File: src/rtl/alu_pkg.sv
// Shared definitions for the ALU sharing controller: op-code constants,
// FSM state encoding, and the per-op hold-count helper.
package alu_pkg;

  localparam logic [3:0] OP_ADD = 4'b0000;
  localparam logic [3:0] OP_SUB = 4'b0001;
  localparam logic [3:0] OP_MUL = 4'b0010;
  localparam logic [3:0] OP_DIV = 4'b0011;
  localparam logic [3:0] OP_AND = 4'b0100;
  localparam logic [3:0] OP_OR  = 4'b0101;
  localparam logic [3:0] OP_NOR = 4'b0110;
  localparam logic [3:0] OP_SLL = 4'b0111;
  localparam logic [3:0] OP_SRL = 4'b1000;
  localparam logic [3:0] OP_SLT = 4'b1001;
  localparam logic [3:0] OP_XOR = 4'b1010;

  typedef enum logic [1:0] {
    IDLE = 2'd0,
    EXEC = 2'd1,
    DONE = 2'd2
  } state_t;

  // Returns k-1, where k is the number of EXEC cycles the operands are held.
  function automatic logic [3:0] hold_count(input logic [3:0] sel,
                                            input logic [3:0] mul_m1,
                                            input logic [3:0] div_m1);
    if (sel == OP_MUL)      return mul_m1;
    else if (sel == OP_DIV) return div_m1;
    else                    return 4'd0;
  endfunction

endpackage

File: src/rtl/rr_arbiter2.sv
// Two-port round-robin arbiter: on contention the port that did not win
// last time is chosen. Purely combinational.
module rr_arbiter2 (
  input  logic valid0,
  input  logic valid1,
  input  logic last_grant,
  output logic grant,
  output logic grant_valid
);

  always_comb begin
    grant_valid = valid0 | valid1;
    grant       = 1'b0;
    if (valid0 && valid1) grant = ~last_grant;
    else if (valid1)      grant = 1'b1;
  end

endmodule

File: src/rtl/alu_share_ctrl.sv
// Sequencer in front of a shared combinational ALU: arbitrates two requesters,
// holds registered operands for an op-dependent number of cycles, then pulses
// the result back to the winning requester.
//
// Handshake: a request transfers on a rising edge where reqN_valid and
// reqN_ready are both high; ready is only raised in IDLE for the granted port.
// Responses are a one-cycle respN_valid pulse with no backpressure.
module alu_share_ctrl
  import alu_pkg::*;
#(
  parameter int WIDTH      = 32,
  parameter int MUL_CYCLES = 4,
  parameter int DIV_CYCLES = 8
) (
  input  logic             clk,
  input  logic             rst,
  input  logic             req0_valid,
  output logic             req0_ready,
  input  logic [3:0]       req0_sel,
  input  logic [WIDTH-1:0] req0_x,
  input  logic [WIDTH-1:0] req0_y,
  input  logic [4:0]       req0_shamt,
  input  logic             req1_valid,
  output logic             req1_ready,
  input  logic [3:0]       req1_sel,
  input  logic [WIDTH-1:0] req1_x,
  input  logic [WIDTH-1:0] req1_y,
  input  logic [4:0]       req1_shamt,
  output logic             resp0_valid,
  output logic             resp1_valid,
  output logic [WIDTH-1:0] resp_res,
  output logic             resp_zf,
  output logic [WIDTH-1:0] alu_x,
  output logic [WIDTH-1:0] alu_y,
  output logic [4:0]       alu_shamt,
  output logic [3:0]       alu_sel,
  input  logic [WIDTH-1:0] alu_res,
  input  logic             alu_zf,
  output logic             busy
);

  localparam logic [3:0] MUL_M1 = 4'(MUL_CYCLES - 1);
  localparam logic [3:0] DIV_M1 = 4'(DIV_CYCLES - 1);

  state_t     state_q, state_d;
  logic       last_grant_q;
  logic       gid_q;
  logic [3:0] count_q;
  logic       gnt;
  logic       gnt_valid;
  logic       accept;
  logic [3:0] sel_in;

  rr_arbiter2 u_arb (
    .valid0      (req0_valid),
    .valid1      (req1_valid),
    .last_grant  (last_grant_q),
    .grant       (gnt),
    .grant_valid (gnt_valid)
  );

  assign sel_in = gnt ? req1_sel : req0_sel;

  always_comb begin
    state_d     = state_q;
    accept      = 1'b0;
    req0_ready  = 1'b0;
    req1_ready  = 1'b0;
    resp0_valid = 1'b0;
    resp1_valid = 1'b0;
    busy        = (state_q != IDLE);
    case (state_q)
      IDLE: begin
        accept     = gnt_valid;
        req0_ready = gnt_valid && !gnt;
        req1_ready = gnt_valid && gnt;
        if (gnt_valid) state_d = EXEC;
      end
      EXEC: begin
        if (count_q == 4'd0) state_d = DONE;
      end
      DONE: begin
        resp0_valid = !gid_q;
        resp1_valid = gid_q;
        state_d     = IDLE;
      end
      default: state_d = IDLE;
    endcase
  end

  always_ff @(posedge clk) begin
    if (rst) begin
      state_q      <= IDLE;
      last_grant_q <= 1'b1;
      gid_q        <= 1'b0;
      count_q      <= 4'd0;
      alu_x        <= '0;
      alu_y        <= '0;
      alu_shamt    <= '0;
      alu_sel      <= '0;
      resp_res     <= '0;
      resp_zf      <= 1'b0;
    end else begin
      state_q <= state_d;
      if (accept) begin
        alu_sel   <= sel_in;
        alu_x     <= gnt ? req1_x : req0_x;
        alu_y     <= gnt ? req1_y : req0_y;
        alu_shamt <= gnt ? req1_shamt : req0_shamt;
        gid_q     <= gnt;
        count_q   <= hold_count(sel_in, MUL_M1, DIV_M1);
      end else if (state_q == EXEC && count_q != 4'd0) begin
        count_q <= count_q - 4'd1;
      end
      // Last EXEC cycle: the multicycle path has had k cycles to settle.
      if (state_q == EXEC && count_q == 4'd0) begin
        resp_res <= alu_res;
        resp_zf  <= alu_zf;
      end
      if (state_q == DONE) last_grant_q <= gid_q;
    end
  end

endmodule

File: config.mk
export PLATFORM = sky130hd
export DESIGN_NAME = alu_share_ctrl
export DESIGN_NICKNAME = d
export VERILOG_FILES = /design/src/rtl/alu_pkg.sv /design/src/rtl/rr_arbiter2.sv /design/src/rtl/alu_share_ctrl.sv
export SDC_FILE = /design/constraint.sdc
export NUM_CORES = 1
export LEC_CHECK = 0
export CAP_MARGIN = 5
export CORE_ASPECT_RATIO = 0.75
export CORE_MARGIN = 2
export CORE_UTILIZATION = 36
export DETAILED_ROUTE_END_ITERATION = 7
export PLACE_DENSITY = 0.81
export SYNTH_ARGS = -nofsm -noshare
export SYNTH_HDL_FRONTEND = slang
export SYNTH_SLANG_ARGS = --single-unit
File: constraint.sdc
create_clock -name clk -period 1.7 [get_ports clk]
set_clock_uncertainty 0.05 [all_clocks]
set_input_delay 0.255 -clock clk [delete_from_list [all_inputs] [get_ports clk]]
set_output_delay 0.255 -clock clk [all_outputs]
set_load 0.02 [all_outputs]
Yosys cells after proc, flatten, opt, wreduce, memory -nomap -nowiden
Index checks and enable logic that the tools add are counted.
Cells by class
  add/subtract/negate cells: 1
  bitwise gates (word level): 2
  equality and inequality tests: 6
  reductions and logical operators: 13
  mux-type cells: 18
Operators with widths (count)
  two-way mux 32 bit: 2
  two-way mux 4 bit: 3
  == test 4 x 2 -> 1 bit, second input constant: 2
  two-way mux 1 bit: 7
  two-way mux 3 bit: 2
  logical AND 1 bit: 5
  two-way mux 5 bit: 1
  zero test 4 bit: 1
  two-way mux 2 bit: 2
  one-hot mux 2 bit (2 select lines): 1
  nonzero test 2 bit: 2
  nonzero test 4 bit: 1
  subtractor 4 x 1 -> 4 bit, second input constant: 1
  == test 2 x 1 -> 1 bit, second input constant: 1
  == test 2 bit, second input constant: 1
  zero test 1 bit: 2
  zero test 2 bit: 1
  inequality test 2 x 1 -> 1 bit, second input constant: 1
  inequality test 2 bit, second input constant: 1
  AND reduction 2 bit: 1
  NOT 1 bit: 1
  bitwise OR 1 bit: 1
Storage, ports and cells
  logic and storage cells: 50
  output and inout bits: 111
  input port bits: 183
  bits in registers: 114

Logic depth before layout (Yosys ltp)
  depth after elaboration: 7
  gate-level depth with buffers: 8

Hierarchy
From an unflattened synthesis, not the netlist that was laid out.
Unflattened totals
  cell total of the unflattened synthesis: 531
  area, all modules: 4939.7 µm²
By module, submodules not included
  alu_share_ctrl: instances 1, sequential area each 2282.2 µm², cells each 529, area an instance 4926.0 µm²
  rr_arbiter2: instances 1, sequential area each 0.0 µm², cells each 2, area an instance 13.8 µm²

Least setup slack after synthesis
OpenSTA, ideal clock, no wires.
  kind: register to register
  start: reg count_q[0]
  end: reg resp_res[29]
  clock period less this slack: 1.498 ns
  setup slack: 0.202 ns
  arrival: 1.377 ns
  library setup time: 0.071 ns
  required time: 1.579 ns
  stages on the path, launching flop included: 8
  cell sequence: dfxtp_1 inv_1 ha_1 nor3b_2 nand2_1 clkbuf_1 nand2_1 a21oi_1
Between the ends
  cells in the longest elaborated chain, start to end: 2
Ends and longest elaborated chain
  start, declared: line alu_share_ctrl.sv:48  | logic [3:0] count_q;
  start signal, assigned: line alu_share_ctrl.sv:111  | count_q <= hold_count(sel_in, MUL_M1, DIV_M1);
  start signal, assigned: line alu_share_ctrl.sv:113  | count_q <= count_q - 4'd1;
  zero test 4 bit: line alu_share_ctrl.sv:116  | if (state_q == EXEC && count_q == 4'd0) begin
  logical AND 1 bit: line alu_share_ctrl.sv:116
  end signal, assigned: line alu_share_ctrl.sv:117  | resp_res <= alu_res;
  end, declared: line alu_share_ctrl.sv:31  | output logic [WIDTH-1:0] resp_res,
No other way between the ends.
A chain may end at the register's enable or synchronous reset.

Worst setup path in the final report
  start: reg resp_res[15]
  end: out resp_res[15]
No word-level cell between the ends.

==> run metrics <==
die width=~130 µm; vias in the first global route=roughly 4.8k; Leak Pwr=3.59 nW; GR Util met3=around 9%; Post-synth EDFFs=0; CTS root buf=clkbuf_16; Max VDD drop=about 0.00094 V; initial antenna violation count=0; Initial Util=37.1%; crit-path cells=clkdlybuf4s50_1; DR pass1 iterations=8; post-DP HPWL=approximately 11 mm; worst slew pin tran=0.422 ns; Remaining Overflow, GRT=0; Ant. Diodes=0; R2R Setup Slk=around 0.08 ns; CTS buffer count=17; CTS tree=yes; DR WL/cell=about 17 µm; Syn Nets=651; nature of the critical path startpoint=flop; CP Class=reg2out; largest area contributor in the netlist=dfxtp_1; Top FF cell, synth=dfxtp_1; area of the core=~12000 µm²; cell row count=34; Reg clk slew, reported paths=around 0.050 ns; Max-cap violations=0; CTS max path bufs=2; largest net degree at the start of global routing=56; Residual DRC=18; final wirelength=around 16 mm; outcome=finished with violations; die area=12900 µm²; Syn Inst Count=467; Yosys reg bits=~110; final setup violation count=0; top cells by count, synth=dfxtp_1 (114), nor2_1 (81), nand2_1 (69); H-tree levels=4; GRT Total Usage=between 20% and 30%; synthesized area=approximately 4300 µm²; failing checks=design-rule violations; worst path arrival time=1.36 ns; IO Pins=just under 300; Largest delay share family, worst path=buffers and inverters; routed vias/inst=5.22; layout cells sized above 1=just under 9%; yosys warns=0; ys async rst share=0%; final-report hold violation count=0; Clock Latency Late Sink=0.39 ns; antenna viol nets, final=0; area grow syn2layout=90.2%; Max Clock Freq=600 MHz; Synth top area share=~53%; first-pass GRT wire length=~24 mm; fin crit share=between 90 and 100%; Seq/Total Area, Yosys=between 50 and 60%; Max FO, Critical Path=2; crit end category=output port; WP buf/inv=1; Slew Viols, Final=0; Placed Area=7520 µm²; PortBufs=around 290; Via Count=between 4k and 5k; syn avg cell area=around 9.3 µm²; worst hold margin=around 0.18 ns; Req. time, crit path=1.39 ns; top-count cell post-synth=dfxtp_1; Power Dens Cells=1180 nW/µm²; Most Crowded Layer GR=met2; post-CTS setup buffer count=0; final instance area=around 8200 µm²; Layout Nets=940; CTS sink count=between 100 and 150; GPL Wtd Cong=between 0.8 and 0.9; grt met2 use=about two fifths; critical path's largest stage delay=roughly 0.63 ns; Crit-path slowest cell=clkdlybuf4s50_1; Yosys cell types=32; Max transition margin=a little under three quarters; Power, Total=around 9.7 mW; Tmin final=1.67 ns; Initial DRC Count=slightly below 400; top cells by area, synth=dfxtp_1 (53%), a222oi_1 (13%), nor2_1 (7.0%), nand2_1 (6.0%), a21oi_1 (4.3%); Worst Hold Class=in2reg; met1 Track Usage GR=about a quarter; Die Y=roughly 99 µm
metal layers:
metal / share of wire, % / vias up
li1: - / 2296
met1: 38 / 2280
met2: 49 / 244
met3: 9.7 / 37
met4: 3.3 / 0
met5: 0 / -
registers in the layout, summed over array words and instances (netlist names):
name and cells:
count_q 4, alu_x 32, gid_q 1, resp_res 32
resp_zf 1, alu_shamt 5, last_grant_q 1, state_q 2
alu_y 32, alu_sel 4
power by group:
part | leakage, nW | internal, mW | total, mW | switching (mW)
clock | 0.298 | 2.53 | 3.78 | 1.25
sequential | 0.937 | 3.01 | 3.19 | 0.183
combinational | 2.35 | 1.38 | 2.70 | 1.32
cells in the final DEF, fill, tap and decap left out, drive strengths merged, types with 2 or more instances in the layout:
cell type / netlist / final
mux2i: 18 / 18
bufinv: 0 / 4
xnor2: 3 / 3
a222oi: 55 / 55
clkinv: 0 / 4
nor3: 2 / 2
inv: 4 / 4
clkbuf: 22 / 21
and2: 2 / 2
dlygate4sd2: 0 / 3
dlymetal6s2s: 0 / 33
clkinvlp: 0 / 4
a211oi: 19 / 19
nand2: 69 / 69
dfxtp: 114 / 114
nor3b: 3 / 3
clkdlybuf4s50: 0 / 251
buf: 22 / 26
nand2b: 2 / 2
and3b: 2 / 2
a21oi: 37 / 37
nor2: 81 / 81
timing repair:
item	4_1_cts	5_1_grt
hold endpoints to repair	0	0
setup endpoints to repair	8	75
pin swaps	0	2
hold buffers	0	0
resized for setup	21	39
layout make-up:
| type | instances | area (µm²) |
|---|---|---|
| well taps | 162 | 203 |
| repair buffers | 314 | 3230 |
| multi-input cells | 305 | 1860 |
| flip-flops and latches | 114 | 2280 |
| inverters | 4 | 15.0 |
| clock buffers | 20 | 457 |
| fillers | 863 | 3430 |
| clock inverters | 12 | 181 |
path summary, 6_finish.rpt:
kind                 from           end  cells after the start
min                   rst     alu_x[15]                      2
min reg2reg   resp_res[7]   resp_res[7]                      2
max reg2reg    count_q[0]    count_q[0]                      6
max          resp_res[15]  resp_res[15]                      1
metrics by stage:
stage	std cells	utilization (%)	setup TNS, ns	setup WS, ns
4_1_cts	931	69.9	0	0.00100
3_3_place_gp	899	64.5	-15.07	-0.286
3_5_place_dp	899	64.5	-19.23	-0.348
5_1_grt	931	70.6	-0.0110	-0.00581
6_report	931	70.6	0	0.0335
2_1_floorplan	467	-	0	0.202
cells by family (layout without fill, tap and decap cells):
logic type               Yosys count  in the layout  synth area share (%)
AND/OR/NAND/NOR                  164            164                  15.4
AO/OA/AOI/OAI                    118            118                  21.6
flip-flops                       114            114                  52.8
buffers and inverters             48            350                  4.89
multiplexers                      19             19                  4.43
XOR/XNOR                           3              3                 0.608
adder cells (fa/ha/maj)            1              1                 0.289
No activity file was read; power rests on OpenSTA's default activity.
